`src/rtl/dw_mac_unit.sv`:
```
// dw_mac_unit: depthwise-conv tap accumulator pairing weight/activation beats into KSIZE*KSIZE-tap window sums
// Result is held in a valid/ready output register; only the last tap of a window can stall on it.
module dw_mac_unit #(
    parameter int DW    = 32,
    parameter int KSIZE = 3,
    parameter int ACCW  = 2*DW+4
) (
    input  logic                   clk,
    input  logic                   rst,
    input  logic signed [DW-1:0]   w_data,
    input  logic                   w_valid,
    output logic                   w_ready,
    input  logic signed [DW-1:0]   a_data,
    input  logic                   a_valid,
    output logic                   a_ready,
    input  logic                   flush,
    output logic signed [ACCW-1:0] o_data,
    output logic                   o_valid,
    input  logic                   o_ready,
    output logic                   busy
);
    localparam int NT = KSIZE*KSIZE;
    localparam int CW = NT > 1 ? $clog2(NT) : 1;
    localparam logic [CW-1:0] LAST = CW'(NT-1);

    logic [CW-1:0]          tap_cnt;
    logic signed [ACCW-1:0] acc;
    logic                   last, stall, fire;
    logic signed [2*DW-1:0] prod;
    logic signed [ACCW-1:0] sum;

    // The first tap of a window ignores acc, so acc never needs clearing between windows.
    always_comb begin
        last  = tap_cnt == LAST;
        stall = last & o_valid & ~o_ready;
        fire  = w_valid & a_valid & ~flush & ~stall & ~rst;
        prod  = w_data * a_data;
        sum   = (tap_cnt == '0 ? '0 : acc) + ACCW'(prod);
    end

    assign w_ready = fire;
    assign a_ready = fire;
    assign busy    = tap_cnt != '0;

    always_ff @(posedge clk or posedge rst) begin
        if (rst) begin
            tap_cnt <= '0;
            acc     <= '0;
            o_data  <= '0;
            o_valid <= 1'b0;
        end else begin
            if (flush) begin
                tap_cnt <= '0;
            end else if (fire) begin
                if (last) begin
                    o_data  <= sum;
                    tap_cnt <= '0;
                end else begin
                    acc     <= sum;
                    tap_cnt <= tap_cnt + CW'(1);
                end
            end
            o_valid <= (fire & last) | (o_valid & ~o_ready);
        end
    end
endmodule

```
`config.mk`:
```
export PLATFORM = sky130hd
export DESIGN_NAME = dw_mac_unit
export DESIGN_NICKNAME = d
export VERILOG_FILES = /design/src/rtl/dw_mac_unit.sv
export SDC_FILE = /design/constraint.sdc
export NUM_CORES = 2
export LEC_CHECK = 0
export BUFFER_PORTS_ARGS = -buffer_cell sky130_fd_sc_hd__buf_2
export CELL_PAD_IN_SITES_DETAIL_PLACEMENT = 1
export CELL_PAD_IN_SITES_GLOBAL_PLACEMENT = 2
export CORE_MARGIN = 5
export CORE_UTILIZATION = 39
export CTS_BUF_LIST = sky130_fd_sc_hd__clkbuf_4
export CTS_CLUSTER_DIAMETER = 200
export DETAILED_ROUTE_END_ITERATION = 8
export GPL_ROUTABILITY_DRIVEN = 0
export GPL_TIMING_DRIVEN = 0
export PLACE_DENSITY_LB_ADDON = 0.1
export SLEW_MARGIN = 20
export SYNTH_ARGS = -nofsm -noshare
export SYNTH_HDL_FRONTEND = slang
export SYNTH_SLANG_ARGS = --single-unit
```
`constraint.sdc`:
```
create_clock -name clk -period 4.06 [get_ports clk]
set_input_delay 0.406 -clock clk [delete_from_list [all_inputs] [get_ports clk]]
set_output_delay 0.406 -clock clk [all_outputs]
set_load 0.02 [all_outputs]
```
==> summary.txt <==
Global route
  • Number of global-route vias before repair: ~40000
  • Gr usage total: 0.298
  • First-pass GRT wire length: between 200000 and 300000 um
  • Initial antenna violation count: 17
  • Largest net degree at the start of global routing: 31
  • Gr ovfl total: 0

Floorplanning
  • Die Height: between 300 and 400 um
  • Std cell rows: 125
  • Initial Util: 0.392
  • Ports: 142
  • Die footprint: between 100000 and 150000 sq um
  • Core ar.: 116000 sq um
  • Die Width: 351 um

Flow run
  • Max cap viols: 0

Synthesis
  • Mapped cell area: ~45000 sq um
  • Syn avg cell area: between 9 and 10 sq um
  • Biggest area consumer among synthesized cells: fa_1
  • Share of the synthesized area in the top cell type: 0.477
  • Synth Instances: around 4800
  • Syn nets: between 6000 and 7000
  • Sequential share of the synthesized area: 0.0777
  • Yosys reg bits: around 140
  • Synth cell types: 67
  • Asr flop ratio synth: 1.00
  • Area contributors post-synth: fa_1, and2_1, inv_1, dfrtp_1, ha_1
  • Most used DFF post-synth: dfrtp_1
  • Yosys warns: 0
  • EDFF count, synth: 0

Critical path
  • CP peak stage delay: about 660 ps
  • Cells on worst reg2reg path: 21
  • R2r setup slk: -1230 ps
  • Slowest-stage cell, CP: fa_2
  • Reg-to-reg endpoint: o_data[66]$_DFFE_PP0P_
  • Crit. End Element: flip-flop
  • Worst flop-to-flop path startpoint: tap_cnt[0]$_DFFE_PP0P_
  • Critical path type: input pin to flip-flop
  • CP max FO: 7
  • WP data arrival: approximately 10000 ps
  • Startpoint class of the critical path: input pin
  • CP most frequent cell: fa_1
  • Worst path required time: around 4600 ps

STA
  • Period utilization: 2.33
  • Post-layout minimum cycle time: between 9000 and 10000 ps
  • RSZ-0062 raised after global routing: yes
  • Worst hold slack: roughly 170 ps
  • Relative slew slack: 0.385
  • Fmax: roughly 110 MHz
  • Setup WS post-layout: -5410 ps
  • Clock Skew: about 64 ps
  • Final Hold Fails: 0
  • Slew @ Worst Pin: 923 ps
  • Endpoints failing setup: 124
  • Slew Limit Fails: 0

Route
  • Vias per std cell: about 5.2
  • Drt drc: 0
  • Final WL: approximately 180000 um
  • First drt pass iteration count: 6
  • First DRT Iteration DRCs: ~2100
  • ANT nets after route: 0
  • Vias: approximately 35000
  • Post-DR wirelength/cell: between 20 and 30 um

Final layout
  • Final net count: 6556
  • Register area: roughly 3500 sq um
  • Area delta synth->final: 22.4%
  • Multi-input gate area: between 40000 and 50000 sq um
  • Most common cell after layout, fill and taps aside: fa_1
  • Leading cell types in the layout, fill and taps excluded: fa_1, inv_1, and2_1
  • Share of cells above drive strength 1: 0.237
  • Filler cells: approximately 13000
  • Final Core Density: 0.480

Clocking
  • Clock Tree Buf Depth: 3
  • CTS tree: done
  • Num CTS Buffers: 25
  • TritonCTS Sinks: ~140
  • Clk Latency, worst-skew pair: between 600 and 700 ps
  • Clk slew on worst S/H paths: around 110 ps
  • Clock root buffer: clkbuf_4
  • H-tree levels: 4

Run status
  • Failing checks: negative setup slack
  • Status: finished, violations left

Min path
  • Worst Hold Launch: o_ready
  • Hold Path End: o_valid$_DFF_PP0_
  • Hold Path Class: input pin to flip-flop
  • WHS Path Cells: 3

Place
  • IO buf count: roughly 140
  • DP HPWL: between 150000 and 200000 um
## critical path, delay by kind of cell
kind / cells / cell delay (ps)
muxes: 1 / 270
and+or+nand+nor: 4 / 810
xor gates and xnor gates: 2 / 250
AOI/OAI and AO/OA: 11 / 2480
buffers and inverters: 7 / 940
adders and majority gates: 10 / 4780
## flip-flops by register name, indices dropped and copies added, names as in the netlist
signal	cells
o_data	68
acc	68
tap_cnt	4
o_valid	1
## worst max-delay path by stage
| stage | from | endpoint | slack (ps) |
|---|---|---|---|
| 3_3_place_gp | a_data[31] | o_data[61]$_DFFE_PP0P_ | -7730 |
| 3_5_place_dp | a_data[31] | o_data[61]$_DFFE_PP0P_ | -7680 |
| 6_report | w_data[17] | o_data[66]$_DFFE_PP0P_ | -5410 |
| 4_1_cts | w_data[11] | o_data[64]$_DFFE_PP0P_ | -5210 |
| 2_1_floorplan | w_data[31] | o_data[62]$_DFFE_PP0P_ | -5070 |
| 5_1_grt | a_data[6] | acc[66]$_DFFE_PP0P_ | -5570 |
## area by class of cell
type	count	area share
plain buffers	226	0.0549
multi-input cells	3462	0.727
flip-flops and latches	141	0.0635
repair buffers	337	0.0499
clock buffers	25	0.00338
inverters	957	0.0651
diodes	13	0.000585
clock inverters	6	0.000900
well taps	1524	0.0343
## metal layers
metal	share of wire	track usage
met5	0.000083	0
met4	0.040	0.0938
met2	0.46	0.476
met1	0.43	0.412
met3	0.074	0.0586
## Yosys cell counts, types with 61 or more instances
master    instances
inv_1           957
mux2_2          119
nor2_1          119
ha_1            253
clkbuf_1        238
xnor2_1         101
fa_1           1083
a21o_1           61
dfrtp_1         141
and2_1          592
o21ai_0          92
nand2_1         575
a21oi_1         150
## logic make-up (layout without fill, tap and decap cells)
kind of cell	Yosys count	after routing	share of synthesized area
compound gates	441	441	0.0607
xor+xnor	137	137	0.0266
fa+ha+maj	1336	1336	0.547
buf+inv	1203	1551	0.0998
flops	141	141	0.0777
mux	122	122	0.0302
other cells	0	13	0
simple gates	1426	1426	0.158
## repair_timing
item,in CTS,in global routing
resized for setup,722,326
hold buffers,2,0
buffers inserted,104,80
cloned,3,2
endpoints found under the hold margin,16,0
pin swaps,115,159
endpoints found under the setup margin,126,126
## stage by stage
stage | worst slack (ps) | std cells | setup TNS [ps] | cell area, sq um
CTS | -5210 | 6601 | -483840 | 53800
global placement | -7730 | 6471 | -708430 | 49500
floorplan | -5070 | 4806 | -451260 | 46800
detailed placement | -7680 | 6476 | -709750 | 49600
finish | -5410 | 6691 | -493950 | 55600
global route | -5570 | 6682 | -519600 | 55600
Power is not shown: default switching activity piles up to over one toggle a cycle in this logic, so the estimate is an artifact.
